File: config.mk
export PLATFORM = sky130hd
export DESIGN_NAME = mem_arbiter
export DESIGN_NICKNAME = d
export VERILOG_FILES = /design/src/rtl/mem_arbiter.sv
export SDC_FILE = /design/constraint.sdc
export NUM_CORES = 1
export LEC_CHECK = 0
export BUFFER_PORTS_ARGS = -buffer_cell sky130_fd_sc_hd__buf_2
export CAP_MARGIN = 40
export CORE_ASPECT_RATIO = 0.6
export CORE_MARGIN = 3
export CORE_UTILIZATION = 28
export DETAILED_ROUTE_END_ITERATION = 8
export PLACE_DENSITY = 0.79
export REMOVE_ABC_BUFFERS = 1
export SYNTH_ARGS = -nofsm -noshare
export SYNTH_HDL_FRONTEND = slang
export SYNTH_SLANG_ARGS = --single-unit
File: constraint.sdc
create_clock -name clk -period 1.77 [get_ports clk]
set_clock_uncertainty 0.05 [all_clocks]
set_input_delay 0.2655 -clock clk [delete_from_list [all_inputs] [get_ports clk]]
set_output_delay 0.2655 -clock clk [all_outputs]
set_load 0.02 [all_outputs]
File: src/rtl/mem_arbiter.sv
`default_nettype none
// ============================================================================
//  Module   : mem_arbiter
//  Purpose  : Round-robin I/D arbiter for the shared four-bank main memory,
//             holding one grant per miss transaction with a post-release drain.
//  Revision : 1.0  initial release
// ============================================================================
module mem_arbiter #(
   parameter int DRAIN_CYC = 2
) (
   input  logic        clk,
   input  logic        rst,
   input  logic        req_i,
   input  logic        req_d,
   input  logic        rel_i,
   input  logic        rel_d,
   input  logic [15:0] Addr_i,
   input  logic [15:0] Addr_d,
   input  logic [15:0] DataIn_i,
   input  logic [15:0] DataIn_d,
   input  logic        wr_i,
   input  logic        wr_d,
   input  logic        rd_i,
   input  logic        rd_d,
   input  logic [15:0] DataOut_mem,
   output logic        gnt_i,
   output logic        gnt_d,
   output logic [15:0] Addr_mem,
   output logic [15:0] DataIn_mem,
   output logic        wr_mem,
   output logic        rd_mem,
   output logic [15:0] DataOut_i,
   output logic [15:0] DataOut_d,
   output logic        busy,
   output logic        err
);

   localparam int   CW      = (DRAIN_CYC > 1) ? $clog2(DRAIN_CYC) : 1;
   localparam logic c_OWN_I = 1'b0;
   localparam logic c_OWN_D = 1'b1;

   typedef enum logic [1:0] {
      S_IDLE  = 2'd0,
      S_OWN_I = 2'd1,
      S_OWN_D = 2'd2,
      S_DRAIN = 2'd3
   } state_t;

   state_t          r_state;
   state_t          w_state_nxt;
   logic            r_last;
   logic            w_last_nxt;
   logic [CW-1:0]   r_cnt;
   logic [CW-1:0]   w_cnt_nxt;
   logic            r_err;
   logic            w_own_i;
   logic            w_own_d;
   logic            w_route_i;
   logic            w_route_d;
   logic            w_violation;

   always_ff @(posedge clk) begin
      if (rst) begin
         r_state <= S_IDLE;
         r_last  <= c_OWN_I;
         r_cnt   <= '0;
         r_err   <= 1'b0;
      end else begin
         r_state <= w_state_nxt;
         r_last  <= w_last_nxt;
         r_cnt   <= w_cnt_nxt;
         r_err   <= r_err | w_violation;
      end
   end

   always_comb begin
      w_state_nxt = r_state;
      w_last_nxt  = r_last;
      w_cnt_nxt   = r_cnt;
      case (r_state)
         S_IDLE: begin
            // On a tie the requester that did not own the memory last wins.
            if (req_i && req_d)
               w_state_nxt = (r_last == c_OWN_I) ? S_OWN_D : S_OWN_I;
            else if (req_i)
               w_state_nxt = S_OWN_I;
            else if (req_d)
               w_state_nxt = S_OWN_D;
         end
         S_OWN_I: begin
            if (rel_i) begin
               w_state_nxt = S_DRAIN;
               w_last_nxt  = c_OWN_I;
               w_cnt_nxt   = CW'(DRAIN_CYC - 1);
            end
         end
         S_OWN_D: begin
            if (rel_d) begin
               w_state_nxt = S_DRAIN;
               w_last_nxt  = c_OWN_D;
               w_cnt_nxt   = CW'(DRAIN_CYC - 1);
            end
         end
         S_DRAIN: begin
            if (r_cnt == '0)
               w_state_nxt = S_IDLE;
            else
               w_cnt_nxt = r_cnt - CW'(1);
         end
         default: w_state_nxt = S_IDLE;
      endcase
   end

   always_comb begin
      w_own_i   = (r_state == S_OWN_I);
      w_own_d   = (r_state == S_OWN_D);
      // Read data keeps following the previous owner while the drain runs.
      w_route_i = w_own_i || ((r_state == S_DRAIN) && (r_last == c_OWN_I));
      w_route_d = w_own_d || ((r_state == S_DRAIN) && (r_last == c_OWN_D));

      Addr_mem   = 16'h0000;
      DataIn_mem = 16'h0000;
      wr_mem     = 1'b0;
      rd_mem     = 1'b0;
      if (w_own_i) begin
         Addr_mem   = Addr_i;
         DataIn_mem = DataIn_i;
         wr_mem     = wr_i;
         rd_mem     = rd_i;
      end else if (w_own_d) begin
         Addr_mem   = Addr_d;
         DataIn_mem = DataIn_d;
         wr_mem     = wr_d;
         rd_mem     = rd_d;
      end

      DataOut_i = w_route_i ? DataOut_mem : 16'h0000;
      DataOut_d = w_route_d ? DataOut_mem : 16'h0000;

      w_violation = ((wr_i | rd_i) & ~w_own_i) | ((wr_d | rd_d) & ~w_own_d) |
                    (wr_i & rd_i) | (wr_d & rd_d) |
                    (rel_i & ~w_own_i) | (rel_d & ~w_own_d);
   end

   assign gnt_i = w_own_i;
   assign gnt_d = w_own_d;
   assign busy  = (r_state != S_IDLE);
   assign err   = r_err;

endmodule
`default_nettype wire

==> key figures, run 1 <==
Floorplan
  – DIE AREA: 4110 µm²
  – Starting density of the core: 30.9%
  – Rows: 15
  – I/O pins: 160
  – Die height: 50.9 µm
  – Die Span X: 80.8 µm
  – Core area: 3040 µm²

STA
  – Final setup fails: 39
  – Final period util: 104%
  – Actual slew at the worst max-slew pin: 231 ps
  – Fin Setup TNS: -1610 ps
  – Fmax achieved: 0.544 GHz
  – Hold slack: 226 ps
  – Final min period: 1840 ps
  – Final Hold Fails: 0
  – Worst Slack Setup Final: -69.5 ps
  – RSZ-0062 raised after global routing: true
  – Max_slew headroom: 84.4%
  – Slew Viols, Final: 0

Clock network
  – Num Clock Sinks: 5
  – Clock Tree Root: clkbuf_8
  – CTS Buf Count: 3
  – H-tree depth: 1
  – TritonCTS clock tree: yes
  – Clk slew on worst S/H paths: 40 ps
  – Clock buffer depth: 2
  – Clock latency on the worst-skew pair: 220 ps
  – Cts hold-fix bufs: 0

Layout
  – Area grow syn2layout: 141%
  – Fillers: 233
  – Non-Filler Instances: 334
  – Antenna diodes: 0
  – # nets final: 388
  – Final Util: 74.5%
  – Layout cell share with drive strength beyond 1: 65.4%

Global route
  – Initial antenna violation count: 0
  – Largest net degree at the start of global routing: 25
  – First-pass GRT wire length: 7.65 mm
  – Grt total ovfl: 0
  – Gr usage total: 23.9%
  – Vias in the first global route: 1,444

Drt
  – Pre-antenna DRT Iters: 4
  – Vias: 1,658
  – Vias per Instance: 4.96
  – Starting DRT DRC Count: 66
  – Per-cell routed wire length: 16.7 µm
  – DRC viols: 0
  – Post-route ant nets: 0
  – Detailed Route WL: 5.57 mm

Pwr
  – Power Density: 1470 nW/µm²
  – Leak Pwr: 1.22 nW
  – Peak VDD IR: 0.000832 V

Logic synthesis
  – Ys Warns: 0
  – Mapped Avg Cell Area: 7.64 µm²
  – Synth area leaders: a22o_1 31%, nor2b_1 22%, dfxtp_1 11%
  – Area leader, netlist: a22o_1
  – Synth top area share: 30.8%
  – Cells after Synth: 123
  – Sequential area share after synthesis: 10.7%
  – Cell variety after synth: 25
  – Cell Area, Synth: 940 µm²
  – Register bit total from synthesis: 5

Job
  – Max-cap viol count: 0

Worst setup path
  – CP Buf/Inv Count: 4
  – CP Cell Sequence: buf_6 > ha_4 > nor2b_4 > buf_6 > buf_6 > a22o_1 > buf_6
  – Setup crit end kind: output port
  – Worst setup SP type: flop
  – Most frequent CP cell: buf_6
  – Critical path's largest stage delay: 350 ps
  – Worst R2R Setup Slack: 170 ps
  – Slowest-stage cell, CP: dfxtp_4
  – CP arrival: 1520 ps
  – Critical path's top delay family: buffers and inverters
  – Worst-path fanout max: 8
  – Crit path required time: 1450 ps
  – Worst Path Class, Setup: reg2out

Placed design
  – IO buf count: 159
  – Placed insts: 321
  – Worst slack at placement: 28.3 ps
  – Final Wtd Congestion: 0.799
  – DP Wirelength: 4.07 mm

Outcome
  – Violations in the final reports: negative setup slack
  – Outcome: finished, violations left

Min path
  – Min-delay worst type: in2reg
==> layout make-up <==
class,instances,area (µm²),area share (%)
timing repair buffer,175,1200,52.8
multi-input combinational,102,838,37.0
sequential,5,108,4.75
tap,42,52.6,2.32
clock buffer,4,45.0,1.99
inverter,6,25.0,1.10
==> through the flow <==
stage / power (W) / area [µm²]
after floorplan: 0.00156 / 892
after global placement: 0.00240 / 1830
after detailed placement: 0.00242 / 1830
after CTS: 0.00328 / 2240
after global routing: 0.00351 / 2260
final: 0.00332 / 2260
==> layer usage <==
layer  global-route usage (%)  up-vias  routed length [µm]
li1                         -      799                   -
met1                     30.3      785                2250
met2                     41.2       62                2790
met3                     4.75       12                 427
met4                     7.02        0                  95
met5                        0        -                   0
==> cells in the final DEF, fill, tap and decap left out <==
cell | Yosys | final
a311oi_2 | 1 | 1
nand3_1 | 2 | 2
inv_2 | 0 | 1
nand4_1 | 1 | 1
clkbuf_8 | 0 | 3
a21oi_4 | 0 | 2
a311o_1 | 1 | 1
ha_4 | 0 | 3
a31oi_1 | 1 | 1
o21ai_1 | 0 | 1
nor2b_1 | 33 | 32
buf_12 | 0 | 3
nand2b_1 | 5 | 5
a21oi_1 | 2 | 2
clkbuf_1 | 2 | 1
inv_1 | 6 | 4
dfxtp_1 | 5 | 3
a41oi_1 | 2 | 2
inv_4 | 0 | 1
dfxtp_4 | 0 | 2
and4_4 | 1 | 1
nand2_1 | 4 | 4
nor2b_4 | 0 | 1
buf_6 | 0 | 38
a31o_1 | 1 | 1
o21bai_1 | 1 | 1
o21ai_0 | 3 | 2
mux2i_1 | 1 | 1
ha_1 | 5 | 2
nor2_1 | 1 | 1
or3b_1 | 1 | 1
buf_4 | 0 | 15
buf_2 | 8 | 119
nor3b_1 | 1 | 1
a22o_4 | 0 | 1
a22o_1 | 33 | 32
==> cells by family after synthesis <==
group                    synth area share [%]
buffers and inverters                    7.46
adder cells (fa/ha/maj)                  6.66
multiplexers                             1.07
AO/OA/AOI/OAI                            42.2
AND/OR/NAND/NOR                          32.0
flip-flops                               10.7
==> cells in the mapped netlist <==
| library cell | count |
|---|---|
| a21oi_1 | 2 |
| a21oi_2 | 2 |
| a22o_1 | 33 |
| a311o_1 | 1 |
| a311oi_2 | 1 |
| a31o_1 | 1 |
| a31oi_1 | 1 |
| a41oi_1 | 2 |
| and4_4 | 1 |
| buf_2 | 8 |
| clkbuf_1 | 2 |
| dfxtp_1 | 5 |
| ha_1 | 5 |
| inv_1 | 6 |
| mux2i_1 | 1 |
| nand2_1 | 4 |
| nand2b_1 | 5 |
| nand3_1 | 2 |
| nand4_1 | 1 |
| nor2_1 | 1 |
| nor2b_1 | 33 |
| nor3b_1 | 1 |
| o21ai_0 | 3 |
| o21bai_1 | 1 |
| or3b_1 | 1 |
==> flip-flops by register name, indices dropped and copies added, names as in the netlist <==
| signal | count |
|---|---|
| err | 1 |
| r_state | 2 |
| r_last | 1 |
| r_cnt | 1 |
==> power breakdown <==
| group | switching [W] | internal [W] |
|---|---|---|
| Clock | 0.0000586 | 0.000155 |
| Combinational | 0.00152 | 0.00139 |
| Sequential | 0.0000455 | 0.000160 |
==> path summary, 6_finish.rpt <==
path	startpoint	endpoint	cells past startpoint
max	r_state[0]$_SDFFE_PP0P_	Addr_mem[8]	7
min	rst	r_state[0]$_SDFFE_PP0P_	2
max reg2reg	r_state[0]$_SDFFE_PP0P_	r_state[0]$_SDFFE_PP0P_	6
min reg2reg	r_state[1]$_SDFFE_PP0P_	r_state[1]$_SDFFE_PP0P_	2
==> repair_timing <==
action | CTS | global route
resized for setup | 81 | 17
cloned | 2 | 0
buffers inserted | 6 | 3
endpoints found under the setup margin | 66 | 66
pin swaps | 6 | 10
No activity file was read; power rests on OpenSTA's default activity.
==> run 2: changes to the inputs <==
--- a/config.mk
+++ b/config.mk
@@ -11,6 +11,7 @@
 export CORE_MARGIN = 3
 export CORE_UTILIZATION = 28
 export DETAILED_ROUTE_END_ITERATION = 8
+export GPL_TIMING_DRIVEN = 0
 export PLACE_DENSITY = 0.79
 export REMOVE_ABC_BUFFERS = 1
 export SYNTH_ARGS = -nofsm -noshare
==> key figures, run 2 (synthesis gave the netlist of run 1 again) <==
Drt
  – Starting DRT DRC Count: 79
  – Vias per Instance: 4.98
  – Detailed Route WL: 5.54 mm
  – Vias: 1,652
  – Pre-antenna DRT Iters: 4
  – DRC viols: 0
  – Per-cell routed wire length: 16.7 µm
  – Post-route ant nets: 0

Floorplan
  – Core area: 3040 µm²
  – Rows: 15
  – I/O pins: 160
  – DIE AREA: 4110 µm²
  – Starting density of the core: 30.9%
  – Die height: 50.9 µm
  – Die Span X: 80.8 µm

STA
  – Final period util: 105%
  – Fmax achieved: 0.540 GHz
  – Actual slew at the worst max-slew pin: 236 ps
  – Final Hold Fails: 0
  – Final setup fails: 56
  – Final min period: 1850 ps
  – Max_slew headroom: 84.0%
  – Worst Slack Setup Final: -83.3 ps
  – RSZ-0062 raised after global routing: true
  – Slew Viols, Final: 0
  – Hold slack: 256 ps

Layout
  – Area grow syn2layout: 140%
  – # nets final: 386
  – Commonest non-fill, non-tap cells in the layout: 116 x buf_2, 38 x buf_4, 33 x a22o_1, 26 x nor2b_1, 12 x buf_6
  – Most common cell after layout, fill and taps aside: buf_2
  – Final instance area: 2250 µm²
  – Number of flip-flops in the largest register: 2
  – Register Area: 105 µm²
  – Layout cell share with drive strength beyond 1: 66.9%
  – Top reg by flops: r_state
  – Multi-input logic area: 865 µm²
  – Antenna diodes: 0
  – Fillers: 242

Worst setup path
  – Worst-path fanout max: 8
  – Setup crit end kind: output port
  – CP Cell Sequence: inv_4 > ha_4 > buf_16 > a21oi_4 > clkbuf_16 > nor2b_1 > buf_2
  – Worst Path Class, Setup: reg2out
  – Crit path required time: 1450 ps
  – Worst setup SP type: flop
  – CP arrival: 1540 ps
  – Critical path's largest stage delay: 370 ps
  – Slowest-stage cell, CP: dfxtp_4

Outcome
  – Violations in the final reports: negative setup slack
  – Outcome: finished, violations left

Pwr
  – Power Density: 1460 nW/µm²
  – Sw frac: 49.5%
  – Clock power share: 6.3%
  – Reg power frac: 6.3%
  – P_int: 0.00167 W
  – Sw Pwr: 0.00163 W
  – Leak Pwr: 1.23 nW
  – Peak VDD IR: 0.000782 V
  – Combinational Power Share: 87.4%

Clock network
  – Clock Tree Root: clkbuf_8
  – Cts hold-fix bufs: 0
  – Clock buffer depth: 2
  – Clock latency on the worst-skew pair: 220 ps
  – TritonCTS clock tree: yes
  – Num Clock Sinks: 5
  – H-tree depth: 1
  – CTS Buf Count: 3
  – Clk slew on worst S/H paths: 30 ps

Global route
  – Gr usage total: 22.5%
  – Largest net degree at the start of global routing: 26
  – Vias in the first global route: 1,422
  – Initial antenna violation count: 0
  – First-pass GRT wire length: 7.31 mm
  – Grt total ovfl: 0

Job
  – Max-cap viol count: 0

Min path
  – Min-delay worst type: in2reg

Placed design
  – DP Wirelength: 4.03 mm
  – Final Wtd Congestion: 0.793
  – IO buf count: 159
  – Dpl cell area: 1790 µm²
[run 2: cell types whose count changed in the layout (fill, tap and decap cells not counted), sizes merged]
cell	previous run	this run
buf	175	171
clkbuf	4	6
[run 2: repair_timing]
| item | 4_1_cts | 5_1_grt |
|---|---|---|
| cloned | 0 | 2 |
| setup buffers | 6 | 4 |
| pin swaps | 1 | 1 |
| endpoints found under the setup margin | 72 | 65 |
| hold endpoints to repair | 0 | 0 |
| gates resized for setup | 50 | 29 |
[run 2: worst paths after layout]
path         slack [ps]  cells after the start                     from                       to
min reg2reg         480                      2  r_state[1]$_SDFFE_PP0P_  r_state[1]$_SDFFE_PP0P_
max                 -80                      7  r_state[1]$_SDFFE_PP0P_             DataOut_i[9]
min                 260                      2                      rst  r_state[0]$_SDFFE_PP0P_
max reg2reg         110                      7  r_state[1]$_SDFFE_PP0P_  r_state[0]$_SDFFE_PP0P_
[run 2: worst max-delay path: cells and delay by family, from the launching register on]
kind / cells / cell delay [ps]
compound gates: 1 / 170
buf+inv: 4 / 550
simple gates: 1 / 50
flops: 1 / 370
fa+ha+maj: 1 / 180
[run 2: stage by stage]
step	setup WS (ps)	power, W	utilization (%)	setup TNS [ps]	instances
floorplan	-1220	0.00156	-	-49920	113
global placement	-1980	0.00225	57.2	-81120	314
detailed placement	-538	0.00234	58.7	-26820	316
finish	-83.3	0.00330	74.0	-1970	332
CTS	-51.4	0.00296	67.4	-1530	326
global route	-133	0.00348	74.0	-5480	332
[run 2: layer usage]
layer  up-vias  wire, µm  global-route usage (%)
met5         -         0                       0
met4         0        45                    3.37
met3         6       412                    4.93
met2        77      2790                    39.3
met1       775      2290                    28.9
li1        794         -                       -
[run 2: power by group through the flow]
stage                     combinational [W]  clock [W]  sequential (W)
final                               0.00288   0.000209        0.000207
after CTS                           0.00254   0.000214        0.000203
after global routing                0.00304   0.000225        0.000210
after global placement              0.00207          0        0.000181
after detailed placement            0.00215          0        0.000184
after floorplan                     0.00139          0        0.000176
[run 2: layout make-up]
type / instances / area share [%]
clock buffers: 4 / 2.00
inverters: 6 / 1.11
well taps: 42 / 2.33
multi-input cells: 102 / 38.4
repair buffers: 173 / 51.5
flip-flops and latches: 5 / 4.67
